File: src/rtl/helper_axis_pkg.sv
`default_nettype none
// ============================================================================
// Module      : helper_axis_pkg
// Description : Shared constants and types for the AXI-Stream pattern
//               generator: data mode selectors, FSM state type and a
//               saturating counter helper.
// Revision    : 1.0 - initial release
// ============================================================================
package helper_axis_pkg;

  localparam int MODE_COUNT = 0;
  localparam int MODE_STEP  = 1;
  localparam int MODE_LFSR  = 2;

  typedef enum logic [1:0] {
    IDLE = 2'd0,
    RUN  = 2'd1,
    DONE = 2'd2
  } gen_state_t;

  // Increment that sticks at the all-ones value instead of wrapping.
  function automatic logic [31:0] sat_inc32(input logic [31:0] v);
    return (v == 32'hFFFF_FFFF) ? v : v + 32'd1;
  endfunction

endpackage
`default_nettype wire

File: src/rtl/helper_lfsr.sv
`default_nettype none
// ============================================================================
// Module      : helper_lfsr
// Description : Fibonacci LFSR that shifts left and feeds the XOR of the
//               tapped bits into bit 0. Steps only when advance is high.
//               A zero seed is replaced by 1 so the register never locks up.
// Revision    : 1.0 - initial release
// ============================================================================
module helper_lfsr #(
  parameter int          DATA_WIDTH = 10,
  parameter logic [31:0] LFSR_TAPS  = 32'h240,
  parameter logic [31:0] LFSR_SEED  = 32'd1
) (
  input  logic                  clk,
  input  logic                  rst,
  input  logic                  advance,
  output logic [DATA_WIDTH-1:0] state
);

  localparam logic [DATA_WIDTH-1:0] c_taps     = DATA_WIDTH'(LFSR_TAPS);
  localparam logic [DATA_WIDTH-1:0] c_seed_raw = DATA_WIDTH'(LFSR_SEED);
  localparam logic [DATA_WIDTH-1:0] c_seed     =
      (c_seed_raw == '0) ? DATA_WIDTH'(1) : c_seed_raw;

  logic [DATA_WIDTH-1:0] state_q;
  logic [DATA_WIDTH-1:0] state_d;

  // Next LFSR value: shift left, feedback parity enters at the bottom.
  always_comb begin
    state_d = state_q;
    if (advance) begin
      state_d = {state_q[DATA_WIDTH-2:0], ^(state_q & c_taps)};
    end
  end

  // State register, reloaded with the seed on reset.
  always_ff @(posedge clk) begin
    if (rst) begin
      state_q <= c_seed;
    end else begin
      state_q <= state_d;
    end
  end

  assign state = state_q;

endmodule
`default_nettype wire

File: src/rtl/helper_axis_pattern_generator.sv
`default_nettype none
// ============================================================================
// Module      : helper_axis_pattern_generator
// Description : AXI-Stream test-data source. Produces counter, stepped or
//               LFSR data, frames packets with output_last, throttles valid
//               with a cyclic duty pattern and optionally stops after a fixed
//               number of accepted beats. A raised valid is held, with data
//               and last frozen, until the sink accepts the beat.
// Revision    : 1.0 - initial release
// ============================================================================
module helper_axis_pattern_generator
  import helper_axis_pkg::*;
#(
  parameter int          DATA_WIDTH    = 10,
  parameter int          MODE          = 0,
  parameter int          START_AT      = 0,
  parameter int          END_AT        = 2**DATA_WIDTH - 1,
  parameter int          STEP          = 1,
  parameter logic [31:0] LFSR_SEED     = 32'd1,
  parameter logic [31:0] LFSR_TAPS     = 32'h240,
  parameter int          PACKET_LEN    = 0,
  parameter int          PATTERN_LEN   = 1,
  parameter logic [31:0] VALID_PATTERN = 32'd1,
  parameter logic [31:0] TOTAL_BEATS   = 32'd0
) (
  input  logic                  clk,
  input  logic                  rst,
  input  logic                  enable,
  output logic                  output_valid,
  output logic [DATA_WIDTH-1:0] output_data,
  output logic                  output_last,
  input  logic                  output_ready,
  output logic                  done,
  output logic [31:0]           beat_count
);

  localparam logic [4:0]  c_idx_last = 5'(PATTERN_LEN - 1);
  localparam logic [31:0] c_pkt_last = 32'(PACKET_LEN - 1);
  localparam logic        c_framed   = (PACKET_LEN != 0);

  gen_state_t  state_q, state_d;
  logic        valid_q, valid_d;
  logic [4:0]  idx_q,   idx_d;
  logic [31:0] pkt_q,   pkt_d;
  logic [31:0] cnt_q,   cnt_d;

  logic                  w_xfer;
  logic [DATA_WIDTH-1:0] w_data;

  assign w_xfer = valid_q & output_ready;

  // Control FSM: launch gating, pattern walk, framing and beat accounting.
  always_comb begin
    state_d = state_q;
    valid_d = valid_q;
    idx_d   = idx_q;
    pkt_d   = pkt_q;
    cnt_d   = cnt_q;
    case (state_q)
      IDLE: begin
        if (enable) begin
          state_d = RUN;
        end
      end
      RUN: begin
        if (w_xfer) begin
          cnt_d = sat_inc32(cnt_q);
          pkt_d = (pkt_q == c_pkt_last) ? 32'd0 : pkt_q + 32'd1;
        end
        if (w_xfer && (TOTAL_BEATS != 32'd0) && ((cnt_q + 32'd1) == TOTAL_BEATS)) begin
          state_d = DONE;
          valid_d = 1'b0;
        end else if (!valid_q || w_xfer) begin
          // Slot is free: the pattern decides whether a new beat goes out.
          if (enable) begin
            valid_d = VALID_PATTERN[idx_q];
            idx_d   = (idx_q == c_idx_last) ? 5'd0 : idx_q + 5'd1;
          end else begin
            valid_d = 1'b0;
          end
        end
      end
      DONE: begin
        valid_d = 1'b0;
      end
      default: begin
        state_d = IDLE;
        valid_d = 1'b0;
      end
    endcase
  end

  // Control registers with synchronous reset.
  always_ff @(posedge clk) begin
    if (rst) begin
      state_q <= IDLE;
      valid_q <= 1'b0;
      idx_q   <= 5'd0;
      pkt_q   <= 32'd0;
      cnt_q   <= 32'd0;
    end else begin
      state_q <= state_d;
      valid_q <= valid_d;
      idx_q   <= idx_d;
      pkt_q   <= pkt_d;
      cnt_q   <= cnt_d;
    end
  end

  generate
    if (MODE == MODE_LFSR) begin : g_lfsr
      helper_lfsr #(
        .DATA_WIDTH (DATA_WIDTH),
        .LFSR_TAPS  (LFSR_TAPS),
        .LFSR_SEED  (LFSR_SEED)
      ) u_lfsr (
        .clk     (clk),
        .rst     (rst),
        .advance (w_xfer),
        .state   (w_data)
      );
    end else begin : g_count
      localparam logic [DATA_WIDTH-1:0] c_start = DATA_WIDTH'(START_AT);
      localparam logic [DATA_WIDTH-1:0] c_end   = DATA_WIDTH'(END_AT);
      localparam logic [DATA_WIDTH-1:0] c_step  =
          (MODE == MODE_STEP) ? DATA_WIDTH'(STEP) : DATA_WIDTH'(1);

      logic [DATA_WIDTH-1:0] data_q, data_d;

      // Advance on each accepted beat; wrap when the next step would pass END_AT.
      always_comb begin
        data_d = data_q;
        if (w_xfer) begin
          if ((data_q == c_end) || ((c_end - data_q) < c_step)) begin
            data_d = c_start;
          end else begin
            data_d = data_q + c_step;
          end
        end
      end

      // Data register, reloaded with the start value on reset.
      always_ff @(posedge clk) begin
        if (rst) begin
          data_q <= c_start;
        end else begin
          data_q <= data_d;
        end
      end

      assign w_data = data_q;
    end
  endgenerate

  assign output_valid = valid_q;
  assign output_data  = w_data;
  assign output_last  = valid_q & c_framed & (pkt_q == c_pkt_last);
  assign done         = (state_q == DONE);
  assign beat_count   = cnt_q;

endmodule
`default_nettype wire

File: config.mk
export PLATFORM = sky130hd
export DESIGN_NAME = helper_axis_pattern_generator
export DESIGN_NICKNAME = d
export VERILOG_FILES = /design/src/rtl/helper_axis_pkg.sv /design/src/rtl/helper_lfsr.sv /design/src/rtl/helper_axis_pattern_generator.sv
export SDC_FILE = /design/constraint.sdc
export NUM_CORES = 1
export LEC_CHECK = 0
export CAP_MARGIN = 20
export CORE_MARGIN = 2
export CORE_UTILIZATION = 37
export CTS_CLUSTER_DIAMETER = 60
export DETAILED_ROUTE_END_ITERATION = 8
export SYNTH_ARGS = -nofsm -noshare
export SYNTH_HDL_FRONTEND = slang
export SYNTH_HIERARCHICAL = 1
export SYNTH_SLANG_ARGS = --single-unit
export TNS_END_PERCENT = 30
File: constraint.sdc
create_clock -name clk -period 2.3 [get_ports clk]
set_input_delay 0.46 -clock clk [delete_from_list [all_inputs] [get_ports clk]]
set_output_delay 0.46 -clock clk [all_outputs]
set_load 0.05 [all_outputs]
# Word level (Yosys, flattened, before mapping)
# Memories as Yosys holds them, arrays and structs flattened. A register that Yosys moved wholly into a read port is not among the register bits.
# Cells that the tools add are included.
# word_totals
ff_bits	50
latch_bits	0
ramBits	0
rom_bits	32
mem_count	1
# op_classes
add_sub_neg	4
multipliers	0
div	0
order_cmp	2
eq_ne	6
shift	0
muxes	10
n_bitwise	4
n_reduce_logical	10
# memory_table
memory	depth	word_bits	read_ports	rd_clocked_by_memory_dff	wr	line	text
(name not given)	32	1	1	1	0	helper_axis_pattern_generator.sv:76	valid_d = VALID_PATTERN[idx_q];
# ops
cell	n
adder 32 x 1 -> 32 bit, second input constant	1
== test 32 bit, second input constant	1
two-way mux 5 bit	3
adder 10 x 1 -> 10 bit, second input constant	1
== test 10 bit, second input constant	1
less-than comparator 10 x 1 -> 1 bit, second input constant	1
two-way mux 10 bit	1
subtractor 10 bit, first input constant	1
less-than comparator 5 x 6 -> 1 bit, second input constant	1
AND reduction 3 bit	2
adder 5 x 1 -> 5 bit, second input constant	1
zero test 5 bit	1
!= test 2 bit, second input constant	2
one-hot mux 2 bit (2 select lines)	1
AND reduction 2 bit	2
two-way mux 1 bit	3
inverter 1 bit	3
== test 2 x 1 -> 1 bit, second input constant	1
== test 2 bit, second input constant	1
zero test 2 bit	1
logical OR 1 bit	2
two-way mux 2 bit	1
one-hot mux 1 bit (2 select lines)	1
OR reduction 2 bit	1
2 further kinds	2

# Longest topological paths before layout
# Gate-level depths: netlist (run 1).
# depth
word_depth	5
mapped_depth	7
depth_no_buf	6

# Least setup slack after synthesis (run 1)
# Ideal clock, no wire load.
# synth_timing
path_kind	register to register
from	reg cnt_q[22], in the netlist beat_count[22]
to	reg cnt_q[8], in the netlist beat_count[8]
arrival_time_ns	2.242
required_ns	2.184
slack_ns	-0.058
stages_incl_launch_ff	8
n_path_buf	2
synth_period_minus_slack_ns	2.358
path_cell_list	dfxtp_1 > nand3_1 > or4_4 > nor4_4 > buf_4 > buf_6 > nor2_1 > a41o_1
# synth_via
elab_chain_len	3
# synth_lines
item	line	text
start, declared	helper_axis_pattern_generator.sv:45	logic [31:0] cnt_q, cnt_d;
start signal, assigned	helper_axis_pattern_generator.sv:106	cnt_q <= cnt_d;
== test 32 bit	helper_axis_pkg.sv:23	return (v == 32'hFFFF_FFFF) ? v : v + 32'd1;
inverter 1 bit (no source line)	-	
AND reduction 3 bit (no source line)	-	
# No other way between the ends.
# A chain may end at the register's enable or synchronous reset.

# Worst setup path in the final report (run 1)
# layout_timing
from	reg cnt_q[19], in the netlist beat_count[19]
to	reg cnt_q[29], in the netlist beat_count[29]
# layout_via
elab_chain_len	3
word_cells_on_any_way	4
cone_classes	add/sub (1); eq/ne (1); bitwise (1); reduce/logical (1)
# layout_lines
item
parallel branches: the longest is 3 deep, another holds adder 32 x 1 -> 32 bit
# Parallel ways; which one is timed is not known.

==> flow_metrics.env, run 1 <==
export IMPL_critical_path_max_fanout=12
export IMPL_dp_slack_ns=-0.0557
export IMPL_max_slew_violations=0
export IMPL_synthesis_area_per_instance_um2=8.22
export IMPL_max_cap_viol=0
export IMPL_synthDistinctLibCells=38
export IMPL_routed_wire_length_per_instance_um=13.2
export IMPL_status="finished, final reports clean"
export IMPL_worst_r2r_setup_slack_ns=0.22
export IMPL_hold_class="register to register"
export IMPL_num_fill_cells=668
export IMPL_totalWireLength_um=5920
export IMPL_worst_setup_path_type="register to register"
export IMPL_placementRows=30
export IMPL_port_buffers=46
export IMPL_clk_latency_ns=0.30
export IMPL_total_of_flip_flops_plus_latches_after_synthesis=50
export IMPL_synth_edf_count=0
export IMPL_holdPathEnd="beat_count[26]"
export IMPL_yosys_top_cells_area="sky130_fd_sc_hd__dfxtp_1 40%, sky130_fd_sc_hd__a21oi_1 5.6%, sky130_fd_sc_hd__nor2_1 5.1%"
export IMPL_clock_fmax_ghz=0.480
export IMPL_start_util=0.376
export IMPL_synth_largest_area_cell="sky130_fd_sc_hd__dfxtp_1"
export IMPL_async_reset_ff_frac=0
export IMPL_power_leakage_nw=1.11
export IMPL_worst_clock_skew_ns=0.00680
export IMPL_via_per_inst=5.40
export IMPL_die_height_um=86.4
export IMPL_pwr_density_cell_nw_per_um2=515
export IMPL_cts_reportedPaths_clkPinSlew_ns=0.09
export IMPL_ios=49
export IMPL_worstSetupEndpointType="register"
export IMPL_finalHoldViolCount=0
export IMPL_antennaDiodeCount=0
export IMPL_slew_worst_pin_ns=0.520
export IMPL_clock_sinks=50
export IMPL_critical_path_startpoint_type="register"
export IMPL_worstReg2RegEnd="beat_count[29]"
export IMPL_numPlacedInstances=438
export IMPL_rr_startpoint="beat_count[19]"
export IMPL_min_period_over_period=0.906
export IMPL_globalRoute_totalOverflow=0
export IMPL_design_final_nets=375
export IMPL_placed_wire_length_estimate_um=4280
export IMPL_fp_dieW_um=86.4
export IMPL_crit_arrival_ns=2.28
export IMPL_first_pass_grt_wire_length_um=9770
export IMPL_layout_overhead_on_the_synthesized_area_pct=32.0
export IMPL_drc=0
export IMPL_post_synth_inst_count=306
export IMPL_synth_largest_type_area_fraction=0.398
export IMPL_power_ir_vdd_worst_mv=0.328
export IMPL_final_cell_count_no_fill=448
export IMPL_synth_main_ff_cell="sky130_fd_sc_hd__dfxtp_1"
export IMPL_clock_tree_from_tritoncts="yes"
export IMPL_detailroute_via_count=2417
export IMPL_total_cts_buffers=5
export IMPL_worst_endpoint_required_time_ns=2.50
export IMPL_final_antenna_net_count=0
export IMPL_finalSetupViolCount=0
export IMPL_drive_above_1_share=0.117
export IMPL_clock_tree_buffer_depth=2
export IMPL_grt_antenna_before_repair=0
export IMPL_design_core_area_um2=6680
export IMPL_min_delay_start="beat_count[26]"
export IMPL_r2r_worst_path_cells=6
export IMPL_clock_tree_root_cell="sky130_fd_sc_hd__clkbuf_8"
export IMPL_grtUsageTotal=0.161
export IMPL_cts_htree_levels=2
export IMPL_synthesis_yosys_warnings=6
export IMPL_timing_final_crit_period_ns=2.08
export IMPL_count_of_cells_along_the_worst_hold_path=2
export IMPL_rsz_0062_raised_after_global_routing="false"
export IMPL_grt_start_max_net_pins=37
export IMPL_first_pass_iters=4
export IMPL_first_iter_violations=116
export IMPL_place_gp_congestion=0.811
export IMPL_finalSetupTns_ns=0
export IMPL_grt_pass1_vias=2091
export IMPL_mappedNetlistArea_um2=2510
export IMPL_fin_worst_setup_slack_ns=0.216
export IMPL_fp_dieArea_um2=7470
export IMPL_synth_yosys_seq_area_share=0.398
export IMPL_slew_headroom=0.652
[repair_timing]
action	CTS	global route
gates resized for setup	0	1
endpoints found under the hold margin	0	0
endpoints found under the setup margin	0	3
setup buffers	0	2
hold buffers	0	0
[cell families (layout without fill, tap and decap cells)]
| family | Yosys count | after routing | synth area share |
|---|---|---|---|
| compound gates | 61 | 61 | 0.146 |
| xor+xnor | 11 | 11 | 0.0383 |
| fa+ha+maj | 4 | 4 | 0.0199 |
| buf+inv | 21 | 82 | 0.0423 |
| flops | 50 | 50 | 0.398 |
| mux | 6 | 6 | 0.0264 |
| other cells | 1 | 2 | 0.00149 |
| simple gates | 152 | 152 | 0.328 |
[synth_stat cells (2+ instances only)]
cell type                  number
sky130_fd_sc_hd__xor2_1         5
sky130_fd_sc_hd__nor4_1         6
sky130_fd_sc_hd__nor3_1         5
sky130_fd_sc_hd__mux2_2         5
sky130_fd_sc_hd__ha_1           4
sky130_fd_sc_hd__clkbuf_1       6
sky130_fd_sc_hd__nor2_1        34
sky130_fd_sc_hd__or4_1         14
sky130_fd_sc_hd__nand2_1       30
sky130_fd_sc_hd__buf_4          5
sky130_fd_sc_hd__and4_1         4
sky130_fd_sc_hd__inv_1          8
sky130_fd_sc_hd__nand3_1       15
sky130_fd_sc_hd__o31ai_1       15
sky130_fd_sc_hd__dfxtp_1       50
sky130_fd_sc_hd__nor2b_1        6
sky130_fd_sc_hd__nand4_1       11
sky130_fd_sc_hd__xnor2_1        6
sky130_fd_sc_hd__nor4b_1        2
sky130_fd_sc_hd__or3_1         11
sky130_fd_sc_hd__a21oi_1       28
sky130_fd_sc_hd__and3_1         7
sky130_fd_sc_hd__o21ai_0       12
sky130_fd_sc_hd__and2_1         3
[how the worst max path moves through the flow]
stage                         startpoint             end  depth (start not counted)
final                     beat_count[19]  beat_count[29]                          6
after global routing       beat_count[3]  beat_count[29]                          6
after CTS                  beat_count[3]  beat_count[29]                          6
after detailed placement    output_ready  beat_count[29]                          6
after global placement      output_ready  beat_count[29]                          6
after floorplan           beat_count[25]   beat_count[8]                          7
[report_power, final]
part | total [mW] | switching (mW) | internal [mW]
Clock | 0.753 | 0.290 | 0.464
Combinational | 0.0791 | 0.0515 | 0.0276
Sequential | 0.878 | 0.00740 | 0.871
[cell usage in the layout, fill, tap and decap left out, types with 6 or more instances in the layout]
master and count:
sky130_fd_sc_hd__or4_1 14, sky130_fd_sc_hd__and3_1 7, sky130_fd_sc_hd__dfxtp_1 44, sky130_fd_sc_hd__inv_1 8, sky130_fd_sc_hd__clkdlybuf4s50_1 46, sky130_fd_sc_hd__or3_1 11, sky130_fd_sc_hd__nor2_1 34, sky130_fd_sc_hd__nand3_1 15
sky130_fd_sc_hd__nand4_1 11, sky130_fd_sc_hd__o21ai_0 12, sky130_fd_sc_hd__o31ai_1 15, sky130_fd_sc_hd__xnor2_1 6, sky130_fd_sc_hd__dfxtp_2 6, sky130_fd_sc_hd__buf_4 19, sky130_fd_sc_hd__clkbuf_8 6, sky130_fd_sc_hd__a21oi_1 28
sky130_fd_sc_hd__nor2b_1 6, sky130_fd_sc_hd__nor4_1 6, sky130_fd_sc_hd__nand2_1 30
[metal layers]
metal / wire (µm) / vias to the layer above / global-route usage
met1: 2820 / 1119 / 0.219
met3: 333 / 4 / 0.0457
met5: 0 / - / 0
met2: 2720 / 51 / 0.250
met4: 52 / 0 / 0.0469
li1: - / 1243 / -
[cell type report]
class | instances | area, µm² | share of cell area
multi-input combinational | 236 | 1420 | 0.427
sequential | 50 | 1010 | 0.304
timing repair buffer | 66 | 623 | 0.188
tap | 80 | 100 | 0.0301
clock buffer | 6 | 82.6 | 0.0249
clock inverter | 2 | 60.1 | 0.0181
inverter | 8 | 30.0 | 0.00904
[sequential cells by signal, summed over array words and instances (netlist names), named ones only]
| register | count |
|---|---|
| beat_count | 32 |
| idx_q | 5 |
| output_data | 10 |
| output_valid | 1 |
| state_q | 1 |
[per-stage QoR]
stage	util	hold WS, ns	cell area (µm²)	total power [mW]
finish	0.497	0.503	3320	1.71
global route	0.497	0.520	3320	1.79
CTS	0.494	0.505	3300	1.73
detailed placement	0.473	0.489	3160	0.979
global placement	0.473	0.480	3160	0.978
floorplan	-	0.468	2530	0.949
[critical path, cell delays in order, from the launching register on]
cell                      delay (ns)
sky130_fd_sc_hd__dfxtp_2        0.39
sky130_fd_sc_hd__nand3_2        0.15
sky130_fd_sc_hd__or4_4          0.56
sky130_fd_sc_hd__nor4_4         0.31
sky130_fd_sc_hd__buf_4          0.23
sky130_fd_sc_hd__nor4b_1        0.07
sky130_fd_sc_hd__mux2_2         0.26
Power figures use the tool's default switching activity.
==> inputs of run 2 (changes only) <==
SYNTH_HIERARCHICAL = unset   (was 1)
==> results of run 2 <==
Final layout, timing and power as in run 1 (identical DEF).
Main changes from that run: Yosys warning count 6 -> 0
==> RTL change 1: new RTL, settings of run 1 <==
`DATA_WIDTH` is set to 10 in 2 places; all go to 11.
--- a/src/rtl/helper_lfsr.sv
+++ b/src/rtl/helper_lfsr.sv
@@ -8,5 +8,5 @@
 // ============================================================================
 module helper_lfsr #(
-  parameter int          DATA_WIDTH = 10,
+  parameter int          DATA_WIDTH = 11,
   parameter logic [31:0] LFSR_TAPS  = 32'h240,
   parameter logic [31:0] LFSR_SEED  = 32'd1
--- a/src/rtl/helper_axis_pattern_generator.sv
+++ b/src/rtl/helper_axis_pattern_generator.sv
@@ -12,5 +12,5 @@
   import helper_axis_pkg::*;
 #(
-  parameter int          DATA_WIDTH    = 10,
+  parameter int          DATA_WIDTH    = 11,
   parameter int          MODE          = 0,
   parameter int          START_AT      = 0,
Ports: changed (resized output_data); port bits go from 49 to 50. The function was not compared with the original's and may differ.
==> RTL change 1 against run 1 <==
  * Setup slack worse by 81 ps
  * Cell area grew 0.23%
  * Critical path type is now in2reg
  * Power is 5.5% lower
  * Clock power shrank 15%
  * Combinational power increased by 1%
  * Area after synthesis rose by 0.25%
  * Wire length down 5.1%
  * Highest routed layer unchanged
  * Sequential cell count is 1 higher
  * Fmax decreased by 3.7%
==> RTL change 1: results (changes against run 1) <==
| Metric | Value |
|---|---|
| Post-CTS sizing | 0 (unchanged) |
| Met3 Wirelength | 179 um (-46%) |
| Total track usage | 0.158 (-0.00272) |
| Post-synth cell types | 45 (+18%) |
| CP Data Arrival Time | 2360 ps (+80 ps) |
| R2R Path Start | beat_count[25]$_SDFFE_PP0P_ |
| Hold Crit Endpoint | output_valid$_SDFFE_PP0P_ |
| Layout cells sized above 1 | 0.144 (+0.0272) |
| DRT Wirelength | 5620 um (-5.1%) |
| Top cells by area, synth | dfxtp_1, nor2_1, nand4_1 |
| Max Cap Viol | 0 (unchanged) |
| Worst min-delay path category | reg2reg |
| Leakage | 1.17 nW (+6.1%) |
| Synth Instances | 293 (-4.2%) |
| Fill count | 656 (-1.8%) |
| Vias in the first global route | 2,121 (+1.4%) |
| Met2 Use GR | 0.249 (-0.000699) |
| Most frequent cells after synthesis | dfxtp_1, nor2_1, nand2_1, a21oi_1, nand4_1 |
| Slew Limit Fails | 0 (unchanged) |
| Worst Setup SP | output_ready |
| Total number of vias | 2,306 (-4.6%) |
| H-tree Lvls | 2 (unchanged) |
| Post-DRT Antenna Nets | 0 (unchanged) |
| Crit-path slowest cell | clkdlybuf4s50_1 |
| Number of port buffers | 47 (+2.2%) |
| Largest net degree at the start of global routing | 40 (+8.1%) |
| Clock tree buffer depth | 2 (unchanged) |
| Synth warnings | 6 (unchanged) |
| M1 wire length | 2900 um (+2.8%) |
| Max FFs per register | 32 (unchanged) |
| Reg-to-reg slack, setup | 170 ps (-50 ps) |
| Critical Path Sink | beat_count[29]$_SDFFE_PP0P_ |
| WHS Path Cells | 2 (unchanged) |
| FFs w/ async S/R, synth | 0 (unchanged) |
| M3 GR Usage | 0.0371 (-0.00857) |
| Post-synthesis sequential area ratio | 0.405 (+0.00695) |
| Initial drt markers | 105 (-9.5%) |
| Placer Congestion | 0.753 (-7.2%) |
| Worst clock skew | 7.50 ps (+0.697 ps) |
| Metal2 WL | 2490 um (-8.5%) |
| Worst-skew pair later-pin latency | roughly 310 ps |
| Power Internal | 1.24 mW (-8.8%) |
| Finished Layout Cells | 441 (-1.6%) |
| Status | completed |
| Peak VDD IR | 0.000234 V (-29%) |
| Final #Nets | 368 (-1.9%) |
| Placed Cells | 433 (-1.1%) |
| Grt met1 use | 0.218 (-0.000332) |
| Estimated wirelength of the detail-placed design | 4040 um (-5.5%) |
| Crit Path Max Fanout | 8 (-4) |
| Max_slew headroom | 0.661 (+0.00906) |
| Initial antenna violation count | 0 (unchanged) |
| First-pass GRT wire length | 9650 um (-1.3%) |
| Worst R2R Path Depth | 5 (-1) |
| Root Driver | clkbuf_8 |
| Largest stage delay on the critical path | 500 ps (-60 ps) |
-- RTL change 1: layout make-up --
cell class / instances / area share
Clock buffer: 5 / 0.0207
Tap cell: 80 / 0.0301
Sequential cell: 51 / 0.308
Inverter: 8 / 0.00902
Clock inverter: 3 / 0.0132
Timing Repair Buffer: 70 / 0.197
Multi-Input combinational cell: 224 / 0.422
-- RTL change 1: per-stage QoR --
| step | hold WS [ps] | area, um2 | utilization | setup slack [ps] | setup TNS, ps |
|---|---|---|---|---|---|
| 2_1_floorplan | 468 | 2530 | - | 1.56 | 0 |
| 3_3_place_gp | 486 | 3210 | 0.480 | -140 | -655 |
| 3_5_place_dp | 487 | 3210 | 0.480 | -215 | -1320 |
| 4_1_cts | 513 | 3320 | 0.497 | 117 | 0 |
| 5_1_grt | 545 | 3330 | 0.498 | 13.6 | 0 |
| 6_report | 507 | 3330 | 0.498 | 136 | 0 |
-- RTL change 1: kinds of logic (layout without fill, tap and decap cells) --
kind of cell             Yosys count  in the layout  synth area share
adder cells (fa/ha/maj)            4              4            0.0199
buffers and inverters             19             86            0.0417
flip-flops                        51             51             0.405
AO/OA/AOI/OAI                     55             55             0.133
other                              1              2           0.00149
AND/OR/NAND/NOR                  139            139             0.310
multiplexers                       6              6            0.0263
XOR/XNOR                          18             18            0.0625
-- RTL change 1: power groups by stage --
stage	combinational, mW	clock (mW)	sequential (mW)
after global routing	0.0880	0.708	0.898
after CTS	0.0810	0.669	0.896
after global placement	0.0803	0	0.917
after floorplan	0.0486	0	0.924
final	0.0802	0.641	0.896
after detailed placement	0.0811	0	0.917
-- RTL change 1: critical path, delay by kind of cell --
| family | cells | cell delay, ps |
|---|---|---|
| simple gates | 3 | 780 |
| buf+inv | 1 | 500 |
| mux | 1 | 370 |
| compound gates | 1 | 250 |
==> RTL change 2: new RTL, flow settings as in run 1 <==
Made on the original files. Register the output `beat_count` once more; this adds one clock of latency there. The other outputs are not delayed to match.
--- a/src/rtl/helper_axis_pattern_generator.sv
+++ b/src/rtl/helper_axis_pattern_generator.sv
@@ -157,5 +157,7 @@
   assign output_last  = valid_q & c_framed & (pkt_q == c_pkt_last);
   assign done         = (state_q == DONE);
-  assign beat_count   = cnt_q;
+  always_ff @(posedge clk) begin
+    beat_count <= cnt_q;
+  end
 
 endmodule
Check against the original RTL: not equivalent (Yosys sat finds a counterexample within 4 cycles, from zero or initial values and one cycle with rst high).
==> RTL change 2 against run 1 <==
  * Sequential cell count up 32
  * Via count up 4.8%
  * Register-to-register slack better by 80 ps
  * First-iteration DRC count is 7.8% higher
  * Wire length is 5.8% higher
  * Cell area rose by 22%
  * Area after synthesis rose by 26%
  * Power rose by 57%
  * Synthesized cell count up 7.8%
  * Final cell count grew 12%
  * Sequential power is 63% higher
  * Setup slack about the same
==> RTL change 2: results (changes against run 1) <==
| Metric | Value |
|---|---|
| Post-synthesis sequential area ratio | 0.520 (+0.122) |
| Drt first pass iters | 4 (unchanged) |
| H-tree Lvls | 3 (+1) |
| Peak VDD IR | 0.000307 V (-6.4%) |
| Total CTS buffers | 9 (+4) |
| Slew @ Worst Pin | 522 ps (+1.72 ps) |
| Worst-skew pair later-pin latency | 350 ps (+50 ps) |
| CP Data Arrival Time | 1620 ps (-660 ps) |
| Top delay family on crit path | buffers and inverters |
| Status | completed |
| Crit Path Max Fanout | 5 (-7) |
| Initial drt markers | 125 (+7.8%) |
| # Post-CTS Setup Buffers | 0 (unchanged) |
| Placer Congestion | 0.815 (+0.43%) |
| Largest stage delay on the critical path | 850 ps (+290 ps) |
| Total track usage | 0.147 (-0.0144) |
| Estimated wirelength of the detail-placed design | 4460 um (+4.3%) |
| Crit-path slowest cell | clkdlybuf4s50_1 |
| Post-synth cell types | 47 (+24%) |
| Vias in the first global route | 2,346 (+12%) |
| Placed Cells | 485 (+11%) |
| N_diodes | 0 (unchanged) |
| Most frequent cells after synthesis | dfxtp_1, a21oi_1, nor2_1, nand2_1, o21ai_0 |
| Layout cells sized above 1 | 0.116 (-0.000686) |
| DRT Wirelength | 6270 um (+5.8%) |
| Largest net degree at the start of global routing | 46 (+24%) |
| Total number of vias | 2,534 (+4.8%) |
| Avg WL per Cell | 12.5 um (-5.4%) |
| Leakage | 1.42 nW (+28%) |
| Final #Nets | 399 (+6.4%) |
| Top cells by area, synth | dfxtp_1, a21oi_1, or3_1 |
| Mean Syn Cell Area | 9.57 um2 (+16%) |
| Worst clock skew | 13.8 ps (+7.02 ps) |
| First-pass GRT wire length | 10,700 um (+9.5%) |
| Post-Place Worst Slack | -72.7 ps (-17.0 ps) |
RTL change 2: changes by cell type in the layout (fill, tap and decap cells not counted), moves of 3 or more:
| cell | run 1 | this run |
|---|---|---|
| clkinv_4 | 0 | 3 |
| mux2_2 | 5 | 2 |
| o31ai_1 | 15 | 4 |
| dfxtp_1 | 44 | 82 |
| nand2_1 | 30 | 23 |
| buf_4 | 19 | 15 |
| a21oi_1 | 28 | 33 |
| nand3_1 | 15 | 20 |
| nor2_1 | 34 | 24 |
| or3_1 | 11 | 20 |
| o21ai_0 | 12 | 22 |
| clkbuf_8 | 6 | 11 |
| dfxtp_2 | 6 | 0 |
| or4_1 | 14 | 4 |
RTL change 2: path summary, 6_finish.rpt:
check / start / end / slack, ps / cells after the start
setup / recovery: output_data[2]$_SDFFE_PP0P_ / output_data[2] / 220 / 1
hold / removal: cnt_q[15]$_SDFFE_PP0P_ / beat_count[15]$_DFF_P_ / 390 / 0
setup reg to reg: cnt_q[10]$_SDFFE_PP0P_ / cnt_q[25]$_SDFFE_PP0P_ / 300 / 5
hold reg to reg: cnt_q[15]$_SDFFE_PP0P_ / beat_count[15]$_DFF_P_ / 390 / 0
RTL change 2: layout make-up:
class / count / area [um2]
timing repair buffer: 62 / 593
multi-input combinational: 229 / 1420
clock buffer: 11 / 151
tap: 105 / 131
sequential: 82 / 1640
clock inverter: 5 / 86.3
fill: 794 / 4210
inverter: 7 / 26.3
RTL change 2: layer usage:
metal  part of all wire  global-route usage
met1               0.47               0.187
met2               0.47               0.238
met3              0.050              0.0465
met4              0.012              0.0434
met5                  0                   0
RTL change 2: power breakdown:
part / leakage, nW / internal, mW / switching (mW)
combinational: 0.637 / 0.0209 / 0.0425
sequential: 0.661 / 1.42 / 0.00538
clock: 0.120 / 0.676 / 0.516
RTL change 2: cells by family (layout without fill, tap and decap cells):
group / Yosys count / count (layout) / synth area share
and+or+nand+nor: 139 / 139 / 0.261
DFF: 82 / 82 / 0.520
AOI/OAI and AO/OA: 68 / 68 / 0.123
buffers and inverters: 20 / 85 / 0.0325
xor gates and xnor gates: 13 / 13 / 0.0361
adders and majority gates: 4 / 4 / 0.0158
muxes: 3 / 3 / 0.0103
other: 1 / 2 / 0.00119
RTL change 2: through the flow:
| step | power (mW) | cell area [um2] | utilization | setup TNS, ps |
|---|---|---|---|---|
| after global routing | 2.79 | 4050 | 0.490 | 0 |
| after global placement | 1.53 | 3810 | 0.461 | -1.63 |
| final | 2.68 | 4050 | 0.490 | 0 |
| after floorplan | 1.50 | 3160 | - | 0 |
| after CTS | 2.72 | 4050 | 0.490 | 0 |
| after detailed placement | 1.53 | 3810 | 0.461 | -272 |
